<file path="src/rtl/core_pkg.sv">
// Shared definitions for the 9-bit-ISA core: sequencer states, opcode map
// and opcode classification helpers used by the sequencer, ALU and lookup.
package core_pkg;

    localparam int OP_W = 4;

    typedef enum logic [2:0] {
        ST_IDLE,
        ST_FETCH,
        ST_DECODE,
        ST_EXEC,
        ST_MEM,
        ST_WB,
        ST_HALT
    } state_t;

    localparam logic [OP_W-1:0] OP_HALT  = '1;
    localparam logic [OP_W-1:0] OP_BR    = 4'hE;
    localparam logic [OP_W-1:0] OP_STORE = 4'hD;
    localparam logic [OP_W-1:0] OP_LOAD  = 4'hC;

    // One bit per opcode: set where the ALU result updates the carry flag
    // (opcodes 0..3: add/sub family).
    localparam logic [2**OP_W-1:0] CARRY_OPS = 16'h000F;

    function automatic logic is_mem(input logic [OP_W-1:0] op);
        return (op == OP_LOAD) || (op == OP_STORE);
    endfunction

    function automatic logic is_br(input logic [OP_W-1:0] op);
        return op == OP_BR;
    endfunction

    function automatic logic is_carry_op(input logic [OP_W-1:0] op);
        return CARRY_OPS[op];
    endfunction

endpackage

</file>
<file path="src/rtl/seq_mem_timer.sv">
// Data-memory wait timer: down-counter reloaded whenever the sequencer is
// outside MEM, so every MEM visit starts with a full MEM_TMO-cycle budget.
module seq_mem_timer #(
    parameter int MEM_TMO = 15
) (
    input  logic clk,
    input  logic reset,
    input  logic run,
    output logic tmo
);

    localparam int TW = $clog2(MEM_TMO + 1);
    localparam logic [TW-1:0] RELOAD = TW'(MEM_TMO - 1);

    logic [TW-1:0] cnt_q;

    // Count down while waiting in MEM; reload otherwise.
    always_ff @(posedge clk or negedge reset) begin
        if (!reset) begin
            cnt_q <= RELOAD;
        end else if (!run) begin
            cnt_q <= RELOAD;
        end else if (cnt_q != '0) begin
            cnt_q <= cnt_q - 1'b1;
        end
    end

    // Terminal count: this is the MEM_TMO-th MEM cycle without ready.
    assign tmo = run && (cnt_q == '0);

endmodule

</file>
<file path="src/rtl/multicycle_sequencer.sv">
// Multicycle control sequencer: PC, instruction register, carry flag,
// done/error status and saturating cycle counter.
//
//   state     | meaning
//   ----------+-----------------------------------------------
//   ST_IDLE   | after reset, waiting for start_i
//   ST_FETCH  | ROM data at pc_o captured into ir_o
//   ST_DECODE | lookup / reg_file read settle
//   ST_EXEC   | carry update, branch resolve, dispatch
//   ST_MEM    | dm_req_o held until dm_ready_i or timeout
//   ST_WB     | rf_we_o pulse, PC advance
//   ST_HALT   | outputs frozen, done_o (and maybe err_o) held
module multicycle_sequencer
    import core_pkg::*;
#(
    parameter int IW       = 9,
    parameter int OPW      = 4,
    parameter int PCW      = 8,
    parameter int PROG_LEN = 256,
    parameter int MEM_TMO  = 15,
    parameter int CNT_W    = 16
) (
    input  logic             clk,
    input  logic             reset,
    input  logic             start_i,
    output logic [PCW-1:0]   pc_o,
    input  logic [IW-1:0]    instr_i,
    output logic [IW-1:0]    ir_o,
    input  logic             br_taken_i,
    input  logic [PCW-1:0]   br_target_i,
    input  logic             alu_ov_i,
    output logic             carry_o,
    output logic             dm_req_o,
    output logic             dm_we_o,
    input  logic             dm_ready_i,
    output logic             rf_we_o,
    output logic             done_o,
    output logic             err_o,
    output logic [CNT_W-1:0] cycles_o
);

    state_t           state_q, state_d, adv_state;
    logic [PCW-1:0]   pc_q, pc_d, adv_pc;
    logic [IW-1:0]    ir_q, ir_d;
    logic             carry_q, carry_d;
    logic             done_q, done_d;
    logic             err_q, err_d;
    logic [CNT_W-1:0] cyc_q;
    logic [OPW-1:0]   op;
    logic [PCW:0]     pc_inc;
    logic             pc_end, tgt_oob, mem_tmo, running;

    assign op      = ir_q[IW-1 -: OPW];
    // One extra bit so PROG_LEN == 2**PCW is representable; no wrap is ever taken.
    assign pc_inc  = {1'b0, pc_q} + (PCW+1)'(1);
    assign pc_end  = (pc_inc == (PCW+1)'(PROG_LEN));
    assign tgt_oob = ({1'b0, br_target_i} >= (PCW+1)'(PROG_LEN));
    assign running = (state_q != ST_IDLE) && (state_q != ST_HALT);

    // Sequential PC advance: halt in place when the next PC would leave the program.
    assign adv_state = pc_end ? ST_HALT : ST_FETCH;
    assign adv_pc    = pc_end ? pc_q : pc_inc[PCW-1:0];

    seq_mem_timer #(
        .MEM_TMO (MEM_TMO)
    ) u_mem_timer (
        .clk   (clk),
        .reset (reset),
        .run   (state_q == ST_MEM),
        .tmo   (mem_tmo)
    );

    // Next-state, PC, IR, carry and status decode.
    always_comb begin
        state_d = state_q;
        pc_d    = pc_q;
        ir_d    = ir_q;
        carry_d = carry_q;
        done_d  = done_q;
        err_d   = err_q;
        case (state_q)
            ST_IDLE, ST_HALT: begin
                if (start_i) begin
                    state_d = ST_FETCH;
                    pc_d    = '0;
                    carry_d = 1'b0;
                    done_d  = 1'b0;
                    err_d   = 1'b0;
                end
            end
            ST_FETCH: begin
                ir_d    = instr_i;
                state_d = ST_DECODE;
            end
            ST_DECODE: state_d = ST_EXEC;
            ST_EXEC: begin
                if (is_carry_op(op)) carry_d = alu_ov_i;
                if (op == OP_HALT) begin
                    state_d = ST_HALT;
                    done_d  = 1'b1;
                end else if (is_br(op)) begin
                    if (!br_taken_i) begin
                        state_d = adv_state;
                        pc_d    = adv_pc;
                        done_d  = pc_end;
                    end else if (tgt_oob) begin
                        state_d = ST_HALT;
                        done_d  = 1'b1;
                    end else begin
                        state_d = ST_FETCH;
                        pc_d    = br_target_i;
                    end
                end else if (is_mem(op)) begin
                    state_d = ST_MEM;
                end else begin
                    state_d = ST_WB;
                end
            end
            ST_MEM: begin
                if (dm_ready_i) begin
                    if (op == OP_STORE) begin
                        state_d = adv_state;
                        pc_d    = adv_pc;
                        done_d  = pc_end;
                    end else begin
                        state_d = ST_WB;
                    end
                end else if (mem_tmo) begin
                    state_d = ST_HALT;
                    done_d  = 1'b1;
                    err_d   = 1'b1;
                end
            end
            ST_WB: begin
                state_d = adv_state;
                pc_d    = adv_pc;
                done_d  = pc_end;
            end
            default: state_d = ST_IDLE;
        endcase
    end

    // Control state registers.
    always_ff @(posedge clk or negedge reset) begin
        if (!reset) begin
            state_q <= ST_IDLE;
            pc_q    <= '0;
            ir_q    <= '0;
            carry_q <= 1'b0;
            done_q  <= 1'b0;
            err_q   <= 1'b0;
        end else begin
            state_q <= state_d;
            pc_q    <= pc_d;
            ir_q    <= ir_d;
            carry_q <= carry_d;
            done_q  <= done_d;
            err_q   <= err_d;
        end
    end

    // Saturating run-cycle counter, cleared by an accepted start.
    always_ff @(posedge clk or negedge reset) begin
        if (!reset) begin
            cyc_q <= '0;
        end else if (start_i && !running) begin
            cyc_q <= '0;
        end else if (running && (cyc_q != '1)) begin
            cyc_q <= cyc_q + 1'b1;
        end
    end

    // Strobes decode straight from the state register so reset drops them at once.
    assign dm_req_o = (state_q == ST_MEM);
    assign dm_we_o  = (state_q == ST_MEM) && (op == OP_STORE);
    assign rf_we_o  = (state_q == ST_WB);
    assign pc_o     = pc_q;
    assign ir_o     = ir_q;
    assign carry_o  = carry_q;
    assign done_o   = done_q;
    assign err_o    = err_q;
    assign cycles_o = cyc_q;

endmodule

</file>
<file path="config.mk">
export PLATFORM = sky130hd
export DESIGN_NAME = multicycle_sequencer
export DESIGN_NICKNAME = d
export VERILOG_FILES = /design/src/rtl/core_pkg.sv /design/src/rtl/seq_mem_timer.sv /design/src/rtl/multicycle_sequencer.sv
export SDC_FILE = /design/constraint.sdc
export NUM_CORES = 1
export LEC_CHECK = 0
export ABC_AREA = 1
export BUFFER_PORTS_ARGS = -buffer_cell sky130_fd_sc_hd__clkbuf_2
export CAP_MARGIN = 20
export CORE_UTILIZATION = 41
export DETAILED_ROUTE_END_ITERATION = 7
export HOLD_SLACK_MARGIN = 0.1
export PLACE_DENSITY = 0.72
export SYNTH_ARGS = -nofsm -noshare
export SYNTH_HDL_FRONTEND = slang
export SYNTH_HIERARCHICAL = 1
export SYNTH_SLANG_ARGS = --single-unit
</file>
<file path="constraint.sdc">
create_clock -name clk -period 3.4 [get_ports clk]
set_input_delay 0.68 -clock clk [delete_from_list [all_inputs] [get_ports clk]]
set_output_delay 0.68 -clock clk [all_outputs]
set_load 0.02 [all_outputs]
</file>
==> results of run 1 <==
## cell usage in the layout (no fill, tap or decap), types with 4 or more instances in the layout
| cell | synthesis | routed |
|---|---|---|
| a31oi_1 | 6 | 6 |
| a21oi_1 | 7 | 7 |
| inv_1 | 37 | 37 |
| clkbuf_8 | 0 | 5 |
| nor2_1 | 32 | 32 |
| clkbuf_2 | 0 | 61 |
| dfrtp_1 | 40 | 40 |
| o21ai_0 | 17 | 17 |
| xor2_1 | 8 | 8 |
| inv_2 | 4 | 4 |
| nand2_2 | 4 | 4 |
| nor3_1 | 5 | 5 |
| xnor2_1 | 4 | 4 |
| nand3_2 | 4 | 4 |
| nand2_1 | 113 | 113 |
| nand3b_1 | 4 | 4 |
| nand3_1 | 30 | 30 |
| ha_1 | 5 | 5 |
| o22ai_1 | 4 | 4 |
| nand4_1 | 15 | 15 |
## state kept, by name, indices dropped and copies added (netlist names)
register	count
cycles_o	16
ir_o	9
pc_o	8
u_mem_timer/cnt_q	4
state_q	3
carry_o	1
done_o	1
err_o	1
## area by class of cell
cell class / count / area share
inverters: 41 / 0.0487
clock inverters: 2 / 0.00396
clock buffers: 6 / 0.0230
repair buffers: 64 / 0.104
well taps: 77 / 0.0305
flip-flops and latches: 43 / 0.342
multi-input cells: 275 / 0.448
## cell families (layout without fill, tap and decap cells)
family | after synthesis | in the layout | synth area share
adder cells (fa/ha/maj) | 5 | 5 | 0.0233
XOR/XNOR | 12 | 12 | 0.0391
AO/OA/AOI/OAI | 40 | 40 | 0.0861
flip-flops | 43 | 43 | 0.402
buffers and inverters | 47 | 113 | 0.0717
AND/OR/NAND/NOR | 218 | 218 | 0.378
## power by group
| group | switching (mW) | internal [mW] | leakage, nW |
|---|---|---|---|
| sequential | 0.221 | 0.696 | 0.549 |
| clock | 0.179 | 0.144 | 0.0412 |
| combinational | 0.906 | 0.463 | 1.04 |
## worst reg2reg max path, cell delays in order (launching register included)
cell and delay (ns):
dfrtp_1 0.46, ha_1 0.22, nand2_1 0.13, nor3_4 0.24, nand4_1 0.18, nand2_2 0.15
nand2_2 0.23, inv_1 0.27, nand2_1 0.07, o21ai_0 0.07
## layer usage
layer  vias up  part of all wire  global-route usage  wire (µm)
met3         6             0.054              0.0348        353
met1      1219              0.44               0.248       2870
met2        84              0.49               0.351       3210
met4         0             0.010              0.0580         66
met5         -                 0                   0          0
li1       1327                 -                   -          -
## worst paths after layout
kind | cells past startpoint | end | slack [ns]
setup / recovery | 4 | dm_req_o | 1.19
hold / removal | 1 | cycles_o[9]$_DFFE_PN0P_ | 0.35
setup reg to reg | 9 | cycles_o[0]$_DFFE_PN0P_ | 1.32
hold reg to reg | 2 | ir_o[0]$_DFFE_PN0N_ | 0.48
max in group asynchronous | 2 | u_mem_timer/cnt_q[1]$_DFFE_PN1N_ | 2.28
min in group clk | 2 | ir_o[0]$_DFFE_PN0N_ | 0.48
## per-stage QoR
step	instances	total power, mW	util	worst slack, ns	hold WS (ns)
floorplan	365	1.93	-	1.58	0.384
global placement	500	2.26	0.484	1.44	0.455
detailed placement	500	2.30	0.484	1.35	0.464
CTS	508	2.63	0.498	1.18	0.344
global route	508	2.85	0.498	1.03	0.363
finish	508	2.61	0.498	1.19	0.346
==> impl_results.md, run 1 <==
* Run status: finished clean
* # fillers at 611
* Post-CTS setup buffers at 0
* Fin. Hold Viols at 0
* Worst vdd ir at 0.381 mV
* Clk root buf: clkbuf_8
* Post-synth EDFFs at 0
* Drt first-iter violations at 121
* CP bufs+invs at 3
* # port buffers at 61
* First-pass GRT wire length at 11300 µm
* Final Critical Period at 2.21 ns
* RR Startpoint: cycles_o[0]$_DFFE_PN0P_
* DRC at 0
* Longest Clk Path Bufs at 2
* Pin count of the biggest net entering global routing at 26
* Distinct cells, synth at 35
* Tcrit/Tclk final at 0.649
* Syn Std Cell Area at 2690 µm²
* Fmax at 453 MHz
* I/O Pins at 62
* DP HPWL at 5040 µm
* Critical Path Start: state_q[0]$_DFFE_PN0P_
* PD cells at 826 nW/µm²
* Core area at 6350 µm²
* Fin nets at 458
* H-Tree Depth at 2
* Top cell type's share of synthesized area at 0.372
* Clk_skew at 0.00530 ns
* Final WL at 6510 µm
* Synthesis Warnings at 6
* Worst-path clk slew at 0.08 ns
* RSZ-0062 raised after global routing: false
* P&R area growth vs syn at 17.5%
* Starting Density at 0.423
* Post-synth top cells: nand2_1 (113), dfrtp_1 (40), inv_1 (37)
* Most used cell along the critical path: inv_1
* Via count at 2636
* Grt ovf at 0
* Total Neg Setup Slack at 0 ns
* Register area at 1080 µm²
* Count leader, synth: nand2_1
* Slew margin rel. at 0.650
* Crit path DAT at 1.53 ns
* Site Rows at 29
* Critical Path RT at 2.72 ns
* DIE WIDTH at 83.0 µm
* Vias per inst at 5.19
* Multi-input gate area in the final layout at 1420 µm²
* Setup violations, final at 0
* Synth Net Count at a little under 400
* Wire per inst at 12.8 µm
* Worst-path cell chain: inv_1, nand3_2, inv_1, clkbuf_2
* Slew of the pin with the lowest slew margin at between 0.5 and 0.6 ns
* Final ANT Viol Nets at 0
* Synthesis-stage register bit count at 43
* Crit-path max FO at 10
* Drt pass-1 iters at 4
* Largest cells by area after synthesis: dfrtp_1 (37%), nand2_1 (16%), nand3_1 (5.6%), inv_1 (5.2%), nor2_1 (4.5%)
* Placed Instance Area at 3070 µm²
* RD Place Congestion at approximately 0.88
* Main flop type after synthesis: dfrtp_1
* Hold/Removal Path Class: primary input to asynchronous set/reset pin
* Initial antenna violation count at 0
* Post-cts resize count at 0
* Crit Path Category: flop to output port
* Mapped Cells at between 300 and 400
* Area of the die at between 6000 and 7000 µm²
* GRT Util Overall at 0.199
* Dominant cell type by area after synthesis: dfrtp_1
* Crit-path max cell delay at 0.41 ns
* CTS Buf Count at 5
* CTS Hold Bufs at 0
* Post-synth ARST share at 1.00
* Die height at 83.0 µm
* Leak at 1.63 nW
* Delay-heaviest family, CP: buffers and inverters
* Register area share after synthesis at 0.402
* CP Capture Type: output port
* Max Cap Violations at 0
* Ant. Diodes at 0
* Design Area, Final at around 3200 µm²
* Num Clock Sinks at 43
* Max-slew violation count at 0
* Syn avg cell area at 7.37 µm²
* Worst path slowest cell: dfrtp_1
* Share of cells above drive strength 1 at 0.227
* CTS tree: done
* Vias in the first global route at ~2600
* Worst-Skew Late Latency at 0.29 ns
* CP Launch Type: flop
Power figures use the tool's default switching activity.
==> run 2, diff against run 1 <==
--- a/config.mk
+++ b/config.mk
@@ -11,7 +11,7 @@
 export CORE_UTILIZATION = 41
 export DETAILED_ROUTE_END_ITERATION = 7
 export HOLD_SLACK_MARGIN = 0.1
-export PLACE_DENSITY = 0.72
+export PLACE_DENSITY = 0.75
 export SYNTH_ARGS = -nofsm -noshare
 export SYNTH_HDL_FRONTEND = slang
 export SYNTH_HIERARCHICAL = 1
==> constraint.sdc (replaced) <==
create_clock -name clk -period 2 [get_ports clk]
set_input_delay 0.4 -clock clk [delete_from_list [all_inputs] [get_ports clk]]
set_output_delay 0.4 -clock clk [all_outputs]
set_load 0.02 [all_outputs]
==> run 2 against run 1 <==
Against the previous run:
- sequential power rose by 70%
- sequential share of layout area fell by 1.7 points
- worst setup slack got worse by 1.1 ns
- hold slack got worse by 0.047 ns
- register-to-register slack got worse by 1.2 ns
- final cell count rose by 2.2%
- clock-buffer cell count did not move
- critical path type unchanged
- critical endpoint is now rf_we_o
==> impl_results.md, run 2 (same netlist as run 1, synthesis figures left out) <==
* Run status: finished clean
* Worst path slowest cell: dfrtp_1
* Area of the die at 6890 µm²
* Initial antenna violation count at 0
* Starting Density at 0.423
* Crit Path Category: flop to output port
* PD cells at 1480 nW/µm²
* H-Tree Depth at 2
* Clk root buf: clkbuf_8
* Delay-heaviest family, CP: flip-flops
* # port buffers at 61
* Ant. Diodes at 0
* Max-slew violation count at 0
* First-pass GRT wire length at 11300 µm
* CP Launch Type: flop
* Tcrit/Tclk final at 0.946
* Via count at 2685
* Most frequent cells in the layout: nand2_1 (113), clkbuf_2 (61), dfrtp_1 (38)
* CP bufs+invs at 2
* Max Cap Violations at 0
* Num Clock Sinks at 43
* Worst vdd ir at 0.684 mV
* Final Core Density at 0.525
* Worst-path clk slew at 0.08 ns
* Vias per inst at 5.17
* DIE WIDTH at 83.0 µm
* Leak at 1.72 nW
* Largest register FFs at 16
* Hold Crit Start: instr_i[8]
* Register area at 1080 µm²
* Core area at approximately 6300 µm²
* Wire per inst at 13.0 µm
* Commonest non-fill, non-tap cell in the layout: nand2_1
* Clk_skew at 0.00439 ns
* I/O Pins at 62
* Drt first-iter violations at 124
* Hold/Removal Path Class: primary input to flop
* Fmax at between 500 and 600 MHz
* CTS Buf Count at 5
* Share of cells above drive strength 1 at 0.253
* Post-Place Cells at between 500 and 600
* WHS Path Cells at 3
* Setup violations, final at 0
* DP HPWL at slightly above 5000 µm
* Final WL at 6740 µm
* Critical Path RT at around 1.6 ns
* Cells on worst reg2reg path at 10
* Worst-path cell chain: inv_2, nand2_2, nor2_1, clkbuf_2
* Final Critical Period at ~1.9 ns
* GRT Util Overall at 0.199
* Die height at around 83 µm
* Crit-path max cell delay at 0.45 ns
* Final ANT Viol Nets at 0
* Cell Count, Final, Fillers Out at 519
* WHS at 0.299 ns
* Worst-Skew Late Latency at 0.30 ns
* Longest Clk Path Bufs at 2
* # fillers at between 500 and 600
* Fin nets at 469
* Fin. Hold Viols at 0
* Slew of the pin with the lowest slew margin at 0.561 ns
* Vias in the first global route at ~2500
* DRC at 0
* Slew margin rel. at 0.626
* Critical Path Start: state_q[1]$_DFFE_PN0P_
* Crit path DAT at around 1.5 ns
* Drt pass-1 iters at 5
* Site Rows at 29
* RR Startpoint: cycles_o[1]$_DFFE_PN0P_
* CP Capture Type: output port
* Multi-input gate area in the final layout at 1430 µm²
* RD Place Congestion at 0.933
* Total power at 4.92 mW
* Pin count of the biggest net entering global routing at 25
* P&R area growth vs syn at 24.1%
* CTS tree: done
* Worst path depth at 4
* Crit-path max FO at 7
* Grt ovf at 0
[run 2: cell count changes in the layout (fill, tap and decap cells not counted), sizes merged]
cell	delta
buf	+10
bufinv	+2
clkinv	-1
clkinvlp	-1
dlygate4sd3	+1
[run 2: worst paths after layout]
path,end,slack (ns)
max,rf_we_o,0.11
min,ir_o[8]$_DFFE_PN0N_,0.30
max reg2reg,cycles_o[6]$_DFFE_PN0P_,0.14
min reg2reg,ir_o[3]$_DFFE_PN0N_,0.48
max in group asynchronous,u_mem_timer/cnt_q[2]$_DFFE_PN1N_,0.78
min in group asynchronous,cycles_o[1]$_DFFE_PN0P_,0.62
[run 2: cell type report]
cell class	instances	area share
repair buffers	75	0.131
well taps	77	0.0289
inverters	41	0.0461
multi-input cells	275	0.429
clock buffers	6	0.0218
clock inverters	2	0.0180
flip-flops and latches	43	0.324
[run 2: through the flow]
stage | area, µm² | setup slack, ns | TNS [ns]
detailed placement | 3160 | 0.106 | 0
global placement | 3160 | 0.159 | 0
global route | 3340 | -0.00230 | -0.00230
floorplan | 2690 | 0.183 | 0
finish | 3340 | 0.108 | 0
CTS | 3300 | 0.0684 | 0
[run 2: power breakdown]
part	switching [mW]	total (mW)	internal, mW
combinational	1.63	2.57	0.939
clock	0.300	0.799	0.499
sequential	0.369	1.56	1.19
[run 2: worst register-to-register path, cell delays in order (launching register included)]
cell     delay (ns)
dfrtp_1        0.40
ha_1           0.21
nand2_1        0.14
nor3_4         0.19
nand4_1        0.18
nand2_2        0.16
nand2_4        0.12
buf_4          0.19
nand3_1        0.06
nand2_1        0.05
nor2_1         0.09
[run 2: layer usage]
metal  global-route usage  share of wire  vias to the layer above  routed length (µm)
met3               0.0378          0.064                        6                 434
met5                    0              0                        -                   0
met2                0.331           0.49                      100                3270
met1                0.262           0.44                     1227                2970
li1                     -              -                     1352                   -
met4               0.0658         0.0094                        0                  63
[run 2: what timing repair did]
item | CTS | global route
hold buffers | 1 | 0
hold endpoints to repair | 19 | 0
endpoints found under the setup margin | 0 | 13
buffers inserted | 0 | 2
resized for setup | 0 | 7
==> run 3, diff against run 2 <==
--- a/config.mk
+++ b/config.mk
@@ -5,7 +5,6 @@
 export SDC_FILE = /design/constraint.sdc
 export NUM_CORES = 1
 export LEC_CHECK = 0
-export ABC_AREA = 1
 export BUFFER_PORTS_ARGS = -buffer_cell sky130_fd_sc_hd__clkbuf_2
 export CAP_MARGIN = 20
 export CORE_UTILIZATION = 41
==> run 3 against run 2 <==
Against the previous run:
- via count decreased by 1.7%
- maximum frequency decreased by 1.3%
- critical endpoint is now cycles_o[15]$_DFFE_PN0P_
- global-route usage increased by 0.19 points
- hold slack got worse by 0.12 ns
- largest power group unchanged
- synthesized cell count decreased by 22%
- core utilization increased by 3.6 points
- cell area increased by 6.9%
- area after synthesis increased by 0.74%
- first-iteration DRC count increased by 34%
==> impl_results.md, run 3 <==
* Run status: finished clean
* Final WL at 6900 µm
* Wire per inst at between 10 and 15 µm
* Clk root buf: clkbuf_8
* Share of cells above drive strength 1 at 0.391
* # fillers at 552
* Clk_skew at 0.0101 ns
* GRT Util Overall at 0.201
* CTS tree: done
* RD Place Congestion at 0.906
* Cell Count, Final, Fillers Out at 468
* Slew margin rel. at 0.625
* First-pass GRT wire length at 11600 µm
* Post-Place Cells at around 450
* Worst-path clk slew at approximately 0.080 ns
* Starting Density at 0.427
* Synth Net Count at 314
* Area of the die at 6940 µm²
* DP HPWL at 4990 µm
* Post-synth EDFFs at 0
* # port buffers at a little over 60
* Ant. Diodes at 0
* Synthesis-stage register bit count at between 40 and 50
* Placed Instance Area at 3330 µm²
* DRC at 0
* Post-synth top cells: dfrtp_1 (40), a21oi_1 (31), nand2_1 (26)
* Top cell type's share of synthesized area at 0.370
* CTS Buf Count at 5
* Vias per inst at 5.64
* Final ANT Viol Nets at 0
* Syn Std Cell Area at 2710 µm²
* Dominant cell type by area after synthesis: dfrtp_1
* Worst-Skew Late Latency at 0.30 ns
* Fin. Hold Viols at 0
* Fmax at 522 MHz
* Worst vdd ir at ~0.81 mV
* Synthesis Warnings at 6
* Commonest non-fill, non-tap cell in the layout: clkbuf_2
* P&R area growth vs syn at 31.6%
* Longest Clk Path Bufs at 2
* Design Area, Final at 3570 µm²
* Die height at roughly 83 µm
* Fin nets at 418
* CTS Hold Bufs at 0
* Leak at 1.62 nW
* Crit path DAT at 2.14 ns
* Grt ovf at 0
* Distinct cells, synth at 59
* Crit-path max FO at 6
* Setup violations, final at 0
* PD cells at about 1400 nW/µm²
* H-Tree Depth at 2
* Hold/Removal Path Class: primary input to asynchronous set/reset pin
* Site Rows at 29
* Pin count of the biggest net entering global routing at 44
* Num Clock Sinks at 43
* Max Cap Violations at 0
* Final Core Density at 0.562
* Mapped Cells at 286
* Total Neg Setup Slack at 0 ns
* Largest cells by area after synthesis: dfrtp_1 (37%), a21oi_1 (5.7%), mux2_2 (5.0%), nand2_1 (3.6%), o21ai_0 (3.0%)
* Slew of the pin with the lowest slew margin at between 0.5 and 0.6 ns
* Syn avg cell area at 9.47 µm²
* Drt first-iter violations at 166
* Initial antenna violation count at 0
* Drt pass-1 iters at 4
* CP Capture Type: flop
* Critical Path RT at between 2 and 2.5 ns
* Vias in the first global route at 2537
* CP Launch Type: flop
* Register area share after synthesis at 0.399
* Via count at 2640
* Count leader, synth: dfrtp_1
* Tcrit/Tclk final at 0.958
* Max-slew violation count at 0
* Most frequent cells in the layout: clkbuf_2 (61), buf_4 (44), dfrtp_1 (40)
* Crit Path Category: flop to flop
* Post-synth ARST share at 1.00
* I/O Pins at 62
* Total power at 5.03 mW
* Largest register FFs at 16
* Final Critical Period at 1.92 ns
* DIE WIDTH at 83.3 µm
* Core area at 6350 µm²
* Main flop type after synthesis: dfrtp_1
run 3: worst max-delay path: stages, from the launching register on:
cell and delay (ns):
dfrtp_1 0.43, nor2b_4 0.16, buf_4 0.13, nor3_4 0.25
o311ai_4 0.14, buf_4 0.17, or4_1 0.41, a21oi_2 0.14
run 3: final cells by class:
class                           count  area, µm²  area share
Tap cell                           77       96.3      0.0270
Timing Repair Buffer              106        647       0.181
Multi-Input combinational cell    224       1570       0.441
Inverter                           10       37.5      0.0105
Clock buffer                        6       72.6      0.0204
Clock inverter                      2       60.1      0.0168
Sequential cell                    43       1080       0.303
run 3: cell families after synthesis:
| family | share of synthesized area |
|---|---|
| DFF | 0.399 |
| muxes | 0.0614 |
| AOI/OAI and AO/OA | 0.254 |
| xor gates and xnor gates | 0.0129 |
| buffers and inverters | 0.0337 |
| adders and majority gates | 0.0231 |
| and+or+nand+nor | 0.216 |
run 3: final timing paths:
path / slack, ns / depth (start not counted) / to / start
max in group asynchronous: 1.43 / 2 / u_mem_timer/cnt_q[1]$_DFFE_PN1N_ / reset
setup reg to reg: 0.08 / 7 / cycles_o[15]$_DFFE_PN0P_ / state_q[1]$_DFFE_PN0P_
hold / removal: 0.18 / 2 / cycles_o[1]$_DFFE_PN0P_ / reset
min in group clk: 0.30 / 3 / carry_o$_DFFE_PN0P_ / alu_ov_i
setup / recovery: 0.08 / 7 / cycles_o[15]$_DFFE_PN0P_ / state_q[1]$_DFFE_PN0P_
hold reg to reg: 0.51 / 1 / ir_o[2]$_DFFE_PN0N_ / ir_o[2]$_DFFE_PN0N_
run 3: metrics by stage:
step	hold slack, ns	setup slack (ns)
floorplan	0.104	0.000984
global placement	0.488	-0.0565
detailed placement	0.495	-0.118
CTS	0.197	0.00713
global route	0.224	-0.0153
finish	0.180	0.0840
run 3: per-layer routing:
metal | part of all wire | global-route usage | vias up
met1 | 0.44 | 0.266 | 1279
met4 | 0.016 | 0.0658 | 0
met2 | 0.50 | 0.335 | 61
li1 | - | - | 1289
met5 | 0 | 0 | -
met3 | 0.040 | 0.0338 | 11
run 3: timing repair:
action / CTS / global route
pin swaps: 2 / 7
setup endpoints to repair: 4 / 13
endpoints found under the hold margin: 0 / 0
gates resized for setup: 5 / 7
buffers inserted: 0 / 9
run 3: power breakdown:
group          internal (mW)  total (mW)  switching [mW]  leakage (nW)
combinational           1.29        2.86            1.57         0.995
sequential              1.12        1.36           0.242         0.557
clock                  0.499       0.801           0.302        0.0654
total                   2.92        5.03            2.11          1.62
